**config.mk**
```make
export PLATFORM = sky130hd
export DESIGN_NAME = type_buffer
export DESIGN_NICKNAME = d
export VERILOG_FILES = /design/src/rtl/type_buffer.sv
export SDC_FILE = /design/constraint.sdc
export NUM_CORES = 1
export LEC_CHECK = 0
export ABC_CLOCK_PERIOD_IN_PS = 7100
export BUFFER_PORTS_ARGS = -buffer_cell sky130_fd_sc_hd__buf_4
export CAP_MARGIN = 40
export CORE_MARGIN = 2
export CORE_UTILIZATION = 45
export DETAILED_ROUTE_END_ITERATION = 7
export PLACE_DENSITY = 0.65
export SLEW_MARGIN = 30
export SYNTH_ARGS = -nofsm -noshare
export SYNTH_HDL_FRONTEND = slang
export SYNTH_SLANG_ARGS = --single-unit
```
**constraint.sdc**
```tcl
create_clock -name clk -period 7.1 [get_ports clk]
set_input_delay 1.065 -clock clk [delete_from_list [all_inputs] [get_ports clk]]
set_output_delay 1.065 -clock clk [all_outputs]
set_load 0.005 [all_outputs]
```
**src/rtl/type_buffer.sv**
```systemverilog
// type_buffer: holds the letters typed so far against a latched target word,
// tracks the correctly typed prefix and reports submit success or failure.
//
// Ports:
//   clk, rst         clock; synchronous active-high reset
//   load             latch target/target_len, clear buffer, go IDLE
//   target           target word, char i at [i*CW +: CW]
//   target_len       target length
//   key_valid        letter key pulse with key_code (1..26 accepted)
//   key_bs           backspace pulse
//   key_enter        submit pulse
//   text             typed chars, same packing as target, unused slots 0
//   tot              number of typed chars
//   correct          length of typed prefix matching the target
//   full             tot == MAXLEN
//   word_done        one-cycle pulse on successful submit
//   word_err         one-cycle pulse on failed submit
//   state            IDLE=0, TYPING=1, DONE=2
module type_buffer #(
    parameter int unsigned MAXLEN = 25,
    parameter int unsigned CW     = 5
) (
    input  logic                 clk,
    input  logic                 rst,
    input  logic                 load,
    input  logic [MAXLEN*CW-1:0] target,
    input  logic [5:0]           target_len,
    input  logic                 key_valid,
    input  logic [CW-1:0]        key_code,
    input  logic                 key_bs,
    input  logic                 key_enter,
    output logic [MAXLEN*CW-1:0] text,
    output logic [5:0]           tot,
    output logic [5:0]           correct,
    output logic                 full,
    output logic                 word_done,
    output logic                 word_err,
    output logic [1:0]           state
);

    localparam int unsigned TW = 6;
    localparam int unsigned BW = MAXLEN * CW;

    typedef enum logic [1:0] {
        IDLE   = 2'd0,
        TYPING = 2'd1,
        DONE   = 2'd2
    } state_t;

    state_t          state_q, state_d;
    logic [BW-1:0]   text_q, text_d;
    logic [BW-1:0]   tgt_q, tgt_d;
    logic [TW-1:0]   tot_q, tot_d;
    logic [TW-1:0]   cor_q, cor_d;
    logic [TW-1:0]   tlen_q, tlen_d;
    logic            full_q, full_d;
    logic            done_q, done_d;
    logic            err_q, err_d;

    logic [CW-1:0]   cur_tgt_ch;
    logic            letter_ok;

    // Target character at the slot the next key would fill
    always_comb begin
        cur_tgt_ch = '0;
        for (int i = 0; i < int'(MAXLEN); i++) begin
            if (TW'(i) == tot_q) cur_tgt_ch = tgt_q[i*CW +: CW];
        end
    end

    assign letter_ok = (key_code != '0) && (key_code <= CW'(26));

    // Next-state logic: one event per cycle, load > enter > bs > key
    always_comb begin
        state_d = state_q;
        text_d  = text_q;
        tgt_d   = tgt_q;
        tot_d   = tot_q;
        cor_d   = cor_q;
        tlen_d  = tlen_q;
        done_d  = 1'b0;
        err_d   = 1'b0;

        if (load) begin
            tgt_d   = target;
            tlen_d  = target_len;
            text_d  = '0;
            tot_d   = '0;
            cor_d   = '0;
            state_d = IDLE;
        end else begin
            case (state_q)
                IDLE, TYPING: begin
                    if (key_enter) begin
                        // IDLE has nothing to submit; the event is consumed
                        if (state_q == TYPING) begin
                            if (tot_q != '0 && tot_q == tlen_q && cor_q == tlen_q) begin
                                done_d  = 1'b1;
                                state_d = DONE;
                            end else begin
                                err_d = 1'b1;
                            end
                        end
                    end else if (key_bs) begin
                        if (state_q == TYPING && tot_q != '0) begin
                            for (int i = 0; i < int'(MAXLEN); i++) begin
                                if (TW'(i) == tot_q - TW'(1)) text_d[i*CW +: CW] = '0;
                            end
                            tot_d = tot_q - TW'(1);
                            if (cor_q == tot_q) cor_d = cor_q - TW'(1);
                            if (tot_q == TW'(1)) state_d = IDLE;
                        end
                    end else if (key_valid && letter_ok && tot_q < TW'(MAXLEN)) begin
                        for (int i = 0; i < int'(MAXLEN); i++) begin
                            if (TW'(i) == tot_q) text_d[i*CW +: CW] = key_code;
                        end
                        tot_d = tot_q + TW'(1);
                        // Prefix only grows while it is unbroken and within the target
                        if (cor_q == tot_q && key_code == cur_tgt_ch && tot_q < tlen_q)
                            cor_d = cor_q + TW'(1);
                        state_d = TYPING;
                    end
                end
                DONE: begin
                    text_d  = '0;
                    tot_d   = '0;
                    cor_d   = '0;
                    state_d = IDLE;
                end
                default: begin
                    text_d  = '0;
                    tot_d   = '0;
                    cor_d   = '0;
                    state_d = IDLE;
                end
            endcase
        end

        full_d = (tot_d == TW'(MAXLEN));
    end

    // State registers
    always_ff @(posedge clk) begin
        if (rst) begin
            state_q <= IDLE;
            text_q  <= '0;
            tgt_q   <= '0;
            tot_q   <= '0;
            cor_q   <= '0;
            tlen_q  <= '0;
            full_q  <= 1'b0;
            done_q  <= 1'b0;
            err_q   <= 1'b0;
        end else begin
            state_q <= state_d;
            text_q  <= text_d;
            tgt_q   <= tgt_d;
            tot_q   <= tot_d;
            cor_q   <= cor_d;
            tlen_q  <= tlen_d;
            full_q  <= full_d;
            done_q  <= done_d;
            err_q   <= err_d;
        end
    end

    assign text      = text_q;
    assign tot       = tot_q;
    assign correct   = cor_q;
    assign full      = full_q;
    assign word_done = done_q;
    assign word_err  = err_q;
    assign state     = 2'(state_q);

endmodule

```
==> results of run 1 <==
[per-layer routing]
| metal | global-route usage (%) | share of wire [%] |
|---|---|---|
| met2 | 42.0 | 44 |
| met1 | 38.2 | 45 |
| met3 | 6.15 | 8.6 |
| met5 | 0 | 0 |
| met4 | 6.68 | 2.2 |
[power by group]
part           switching, mW  leakage (nW)  total [mW]  internal [mW]
Sequential            0.0351          2.23        1.61           1.58
Combinational          0.160          4.22       0.299          0.139
Clock                  0.622         0.498        1.56          0.936
[cell usage after synthesis, drive strengths merged (7+ instances only)]
master  number
nor2       326
dfxtp      273
mux2i      249
nand2       79
clkbuf      69
a21oi       62
buf         45
a22oi       33
o21ai       31
inv         29
nor2b       25
nor3        18
ha          15
nand2b      15
nand3       15
nor3b       12
and2        11
a211oi      10
nand3b      10
xnor2       10
xor2         9
a221oi       8
and3         8
a31oi        7
nor4b        7
o211ai       7
o22ai        7
[state kept, by name (all words and copies together) (netlist names)]
| signal | flops |
|---|---|
| tot | 6 |
| word_err | 1 |
| correct | 6 |
| word_done | 1 |
| text | 125 |
| state | 2 |
| tgt_q | 125 |
| full | 1 |
| tlen_q | 6 |
[stage by stage]
stage,hold WS [ns],cells
CTS,0.488,2125
global route,0.512,2127
floorplan,0.451,1497
detailed placement,0.479,2072
global placement,0.470,2067
finish,0.485,2127
[logic make-up after synthesis]
kind of cell    synth area share, %
compound gates                 11.7
xor+xnor                       1.25
fa+ha+maj                      1.56
buf+inv                        4.72
flops                          41.1
mux                            18.8
simple gates                   20.9
[worst max-delay path by stage]
stage / start / endpoint / slack, ns
finish: tot[0] / correct[3] / 2.93
global route: tot[0] / correct[1] / 2.72
CTS: tot[0] / correct[3] / 3.02
detailed placement: tot[0] / correct[3] / 3.01
global placement: key_bs / correct[5] / 3.20
floorplan: key_bs / correct[5] / 3.86
[placed cells by master, fill, tap and decap left out, types with 17 or more instances in the layout]
master and instances:
nor2_1 316, buf_4 300, dfxtp_1 273, mux2i_1 249, nand2_1 77, a21oi_1 61, a22oi_1 33, o21ai_0 31
clkbuf_16 29, inv_1 28, nor2b_1 21, nor3_1 17
[worst min-delay path, stage by stage, from the launching register on]
cell     delay, ns
dfxtp_1       0.31
o21ai_0       0.07
a21oi_1       0.06
[cell type report]
cell class                 instances  area, um2
timing repair buffer             307       2410
multi-input combinational       1081       7250
inverter                          29        109
clock inverter                     9        106
clock buffer                      44        892
sequential                       273       5470
tap                              384        480
fill                            2611      12200
==> out/qor.csv, run 1 <==
stage,metric,value,unit
global_routing,grt-ovfl-total,0,
synthesis,yosysTopAreaCell,dfxtp_1,
detailed_routing,drc_errors,0,
critical_path,start_kind,flip-flop,
critical_path,path_delay_family,simple AND/OR/NAND/NOR gates,
detailed_routing,drt_first_pass_iters,6,
power_and_ir_drop,peakVddDrop,0.148,mV
sta,tightest_slew,0.819,ns
detailed_routing,route.vias.total,11822,
sta,fin_crit_sh,58.7,%
die,die_h,176,um
global_routing,grt_usage,27.1,%
critical_path,crit_slowest_cell,ha_2,
synthesis,synth-seq-area-share,41.1,%
critical_path,ff2ff_path_depth,11,
critical_path,critPathBufInv,1,
sta,fin_ws,2.93,ns
power_and_ir_drop,power,3.47,mW
sta,period_needed,4.17,ns
synthesis,syn_area,0.0133,mm2
synthesis,yosys-top-cells-area,"dfxtp_1 (41%), mux2i_1 (19%), nor2_1 (8.9%), a21oi_1 (2.3%), nand2_1 (2.2%)",
global_routing,antenna_found_initial,0,
placed_design,routabilityCongestion,0.937,
sta,finalSetupTns,0,ns
run,max_cap_viol_count,0,
die,core,0.0289,mm2
clocking,cts_tree,done,
sta,hold_viol,0,
detailed_routing,vias_per_cell,5.56,
sta,clock.fmax,240,MHz
min_path,hold-path-endpoint,text[99],
die,die_w,176,um
global_routing,grt_pass1_wl,66.1,mm
sta,finalSetupViolCount,0,
clocking,clk_latency,0.56,ns
synthesis,synth_edf_count,0,
synthesis,synth_cell_types,86,
critical_path,endpoint_kind,flip-flop,
global_routing,grt_pass1_vias,11316,
critical_path,path_class,flip-flop to flip-flop,
die,initial_core_util,46.0,%
min_path,hold_start,text[99],
detailed_routing,drtIter0Drc,1053,
detailed_routing,wl_per_cell,20.1,um
clocking,h-tree-depth,1,
power_and_ir_drop,power_density,208,mW/mm2
sta,report.final.slew_viol_count,0,
min_path,whs_path_depth,2,
clocking,cts_buffers,29,
layout,post-route-util,57.8,%
critical_path,worstReg2RegStart,tot[0],
sta,skew,0.0284,ns
layout,drive_gt1_share,23.1,%
min_path,hp-class,flip-flop to flip-flop,
clocking,hold_buffers,0,
critical_path,path_max_fanout,32,
critical_path,path_common_cell,mux2i_1,
global_routing,grt_start_max_net_pins,62,
outcome,status,"finished, final reports clean",
layout,fin_area,0.0167,mm2
die,die-area,0.0309,mm2
critical_path,rrSetupSlack,2.93,ns
die,pin_count,284,
critical_path,cpPeakStageDelay,0.62,ns
critical_path,r2r_end,correct[3],
sta,slew_headroom,45.1,%
clocking,postCtsSetupBuffers,0,
synthesis,synthFlopType,dfxtp_1,
synthesis,async_reset_ff_share,0,%
placed_design,port_buffers,283,
synthesis,syn_inst,1497,
sta,rsz0062_at_grt,no,
clocking,clock-sinks,273,
placed_design,dp_hpwl,30.9,mm
clocking,clockBufferDepth,3,
clocking,clk_pin_slew_worst_paths,0.06,ns
critical_path,cp.required,7.54,ns
critical_path,path_cells,"ha_2, buf_4, mux2i_1, nor3_1, a2111oi_0, or4_1, a21oi_1, nor4bb_1, and4_4, a21boi_4, mux2i_1",
critical_path,critPathArrivalTime,4.61,ns
clocking,clockRootBuffer,clkbuf_16,
placed_design,dpl-instance-area,0.0157,mm2
synthesis,synth_fp_nets,1655,
critical_path,crit_cells,11,
placed_design,place_ws,3.01,ns
clocking,post_cts_resized,0,
layout,synthToLayoutAreaGrowth,25.7,%
die,core.rowCount,62,
synthesis,ys_ff_latch,273,
synthesis,synth_top_area_share,41.1,%
synthesis,ys_warn_count,0,
detailed_routing,drt.antenna.violating_nets,0,
power_and_ir_drop,leakagePower,6.94,nW
detailed_routing,wl,42.8,mm
synthesis,avgSynthCellArea,8.88,um2
layout,nets,1879,
layout,diodes,0,
(Power assumes the default switching activity.)
==> run 2, diff against run 1 <==
--- a/config.mk
+++ b/config.mk
@@ -5,13 +5,13 @@
 export SDC_FILE = /design/constraint.sdc
 export NUM_CORES = 1
 export LEC_CHECK = 0
-export ABC_CLOCK_PERIOD_IN_PS = 7100
+export ABC_CLOCK_PERIOD_IN_PS = 3780
 export BUFFER_PORTS_ARGS = -buffer_cell sky130_fd_sc_hd__buf_4
 export CAP_MARGIN = 40
 export CORE_MARGIN = 2
 export CORE_UTILIZATION = 45
 export DETAILED_ROUTE_END_ITERATION = 7
-export PLACE_DENSITY = 0.65
+export PLACE_DENSITY = 0.68
 export SLEW_MARGIN = 30
 export SYNTH_ARGS = -nofsm -noshare
 export SYNTH_HDL_FRONTEND = slang
==> constraint.sdc (replaced) <==
create_clock -name clk -period 3.78 [get_ports clk]
set_input_delay 0.567 -clock clk [delete_from_list [all_inputs] [get_ports clk]]
set_output_delay 0.567 -clock clk [all_outputs]
set_load 0.005 [all_outputs]
==> run 2 against run 1 <==
Fmax rose by 17%. Register-to-register slack got worse by 2.7 ns. Non-clock buffer count rose by 25. Sequential power rose by 88%. Clock power rose by 96%. Highest routed layer unchanged.
==> out/qor.csv, run 2 (same netlist as run 1, synthesis figures left out) <==
stage,metric,value,unit,change
run,max_cap_viol_count,0,,unchanged
power_and_ir_drop,pwr-share-comb,8.5,%,was 8.6%
clocking,postCtsSetupBuffers,0,,unchanged
power_and_ir_drop,p_int,5.03,mW,was 2.65 mW
sta,tightest_slew,1.07,ns,was 0.819 ns
critical_path,path_class,flip-flop to flip-flop,,unchanged
die,core,0.0289,mm2,unchanged
power_and_ir_drop,peakVddDrop,0.307,mV,was 0.148 mV
detailed_routing,wl_per_cell,20.1,um,about the same
power_and_ir_drop,clockPowerShare,45.9,%,was 44.9%
layout,layout_common_cells,"buf_4 (326), nor2_1 (316), dfxtp_1 (273), mux2i_1 (249), nand2_1 (77)",,"was nor2_1 (316), buf_4 (300), dfxtp_1 (273), mux2i_1 (249), nand2_1 (77)"
sta,slew_headroom,28.8,%,was 45.1%
detailed_routing,drtIter0Drc,898,,was 1053
min_path,hp-class,input pin to flip-flop,,was flip-flop to flip-flop
clocking,hold_buffers,0,,unchanged
die,initial_core_util,46.0,%,unchanged
die,core.rowCount,62,,unchanged
sta,hold_viol,0,,unchanged
detailed_routing,route.vias.total,12069,,was 11822
clocking,post_cts_resized,0,,unchanged
detailed_routing,wl,43.4,mm,was 42.8 mm
critical_path,endpoint_kind,flip-flop,,unchanged
detailed_routing,drt.antenna.violating_nets,0,,unchanged
critical_path,crit_slowest_cell,mux2i_1,,was ha_2
placed_design,dp_hpwl,32.2,mm,was 30.9 mm
power_and_ir_drop,power_density,393,mW/mm2,was 208 mW/mm2
detailed_routing,drc_errors,0,,unchanged
critical_path,cpPeakStageDelay,0.54,ns,was 0.62 ns
clocking,clockRootBuffer,clkbuf_16,,unchanged
power_and_ir_drop,leakagePower,7.05,nW,was 6.94 nW
layout,synthToLayoutAreaGrowth,27.2,%,was 25.7%
global_routing,antenna_found_initial,0,,unchanged
sta,rsz0062_at_grt,no,,unchanged
critical_path,start_kind,flip-flop,,unchanged
clocking,clk_pin_slew_worst_paths,0.06,ns,about the same
die,pin_count,284,,unchanged
die,die_h,176,um,unchanged
global_routing,grt-ovfl-total,0,,unchanged
clocking,clock-sinks,273,,unchanged
global_routing,grt_pass1_vias,11610,,was 11316
clocking,h-tree-depth,1,,unchanged
clocking,clk_latency,0.57,ns,was 0.56 ns
sta,clock.fmax,281,MHz,was 240 MHz
placed_design,routabilityCongestion,1.00,,was 0.937
sta,skew,0.0188,ns,was 0.0284 ns
placed_design,port_buffers,283,,unchanged
clocking,clockBufferDepth,3,,unchanged
critical_path,critPathBufInv,2,,was 1
critical_path,path_cells,"buf_4, ha_2, buf_4, mux2i_1, nand2_1, o2111ai_1, nor3b_1, and4_4, and4_4, a21boi_4, mux2i_1",,"was ha_2, buf_4, mux2i_1, nor3_1, a2111oi_0, or4_1, a21oi_1, nor4bb_1, and4_4, a21boi_4, mux2i_1"
critical_path,cp.required,4.26,ns,was 7.54 ns
outcome,status,"finished, final reports clean",,unchanged
clocking,cts_buffers,30,,was 29
power_and_ir_drop,p_seq_share,45.6,%,was 46.5%
clocking,cts_tree,done,,unchanged
global_routing,grt_pass1_wl,66.9,mm,was 66.1 mm
die,die_w,176,um,unchanged
layout,nets,1905,,was 1879
critical_path,path_max_fanout,24,,was 32
global_routing,grt_usage,27.2,%,was 27.1%
layout,diodes,0,,unchanged
power_and_ir_drop,netSwitchingFraction,24.3,%,was 23.5%
die,die-area,0.0309,mm2,unchanged
critical_path,rrSetupSlack,0.22,ns,was 2.93 ns
layout,layout_commonest_cell,buf_4,,was nor2_1
sta,finalSetupViolCount,0,,unchanged
sta,finalSetupTns,0,ns,unchanged
sta,report.final.slew_viol_count,0,,unchanged
power_and_ir_drop,p_switching,1.62,mW,was 817 uW
layout,instances_no_fill,2155,,was 2127
layout,drive_gt1_share,24.3,%,was 23.1%
detailed_routing,vias_per_cell,5.60,,was 5.56
detailed_routing,drt_first_pass_iters,5,,was 6
placed_design,place_inst,2099,,was 2072
critical_path,critPathArrivalTime,4.03,ns,was 4.61 ns
sta,fin_crit_sh,94.1,%,was 58.7%
critical_path,path_delay_family,multiplexers,,was simple AND/OR/NAND/NOR gates
global_routing,grt_start_max_net_pins,133,,was 62
sta,period_needed,3.56,ns,was 4.17 ns
[run 2: worst register-to-register path, stage by stage (launching register included)]
cell	delay [ns]
dfxtp_1	0.32
buf_4	0.19
ha_2	0.40
buf_4	0.36
mux2i_1	0.54
nand2_1	0.25
o2111ai_1	0.40
nor3b_1	0.11
and4_4	0.18
and4_4	0.19
a21boi_4	0.30
mux2i_1	0.23
[run 2: worst paths after layout]
kind                 to        start  cells after the start
min          tgt_q[117]  target[117]                      3
min reg2reg    text[96]     text[96]                      2
max reg2reg  correct[2]       tot[1]                     11
max          correct[2]       tot[1]                     11
[run 2: layout make-up]
type | count | area (um2)
well taps | 384 | 480
fillers | 2617 | 12000
inverters | 29 | 109
clock inverters | 21 | 254
flip-flops and latches | 273 | 5470
repair buffers | 332 | 2570
multi-input cells | 1081 | 7240
clock buffers | 35 | 800
[run 2: power by group through the flow]
stage,clock network (mW),registers (mW),logic (mW)
finish,3.05,3.03,0.565
global placement,0,3.09,0.550
floorplan,0,3.06,0.331
detailed placement,0,3.09,0.559
global route,3.21,3.04,0.614
CTS,3.11,3.03,0.562
[run 2: per-layer routing]
| layer | track usage [%] | up-vias | routed length, um |
|---|---|---|---|
| met5 | 0 | - | 0 |
| met4 | 8.68 | 0 | 1370 |
| met3 | 5.52 | 76 | 3120 |
| met2 | 41.0 | 477 | 18800 |
| met1 | 39.0 | 5770 | 20200 |
| li1 | - | 5746 | - |
[run 2: through the flow]
step	util [%]	hold WS, ns	instance area (um2)	power [mW]	setup slack [ns]
CTS	58.5	0.216	16900	6.70	0.277
global route	58.5	0.237	16900	6.86	0.0519
detailed placement	54.8	0.483	15900	3.65	0.316
global placement	54.7	0.464	15800	3.64	0.382
floorplan	-	0.451	13300	3.39	0.569
finish	58.5	0.237	16900	6.65	0.223
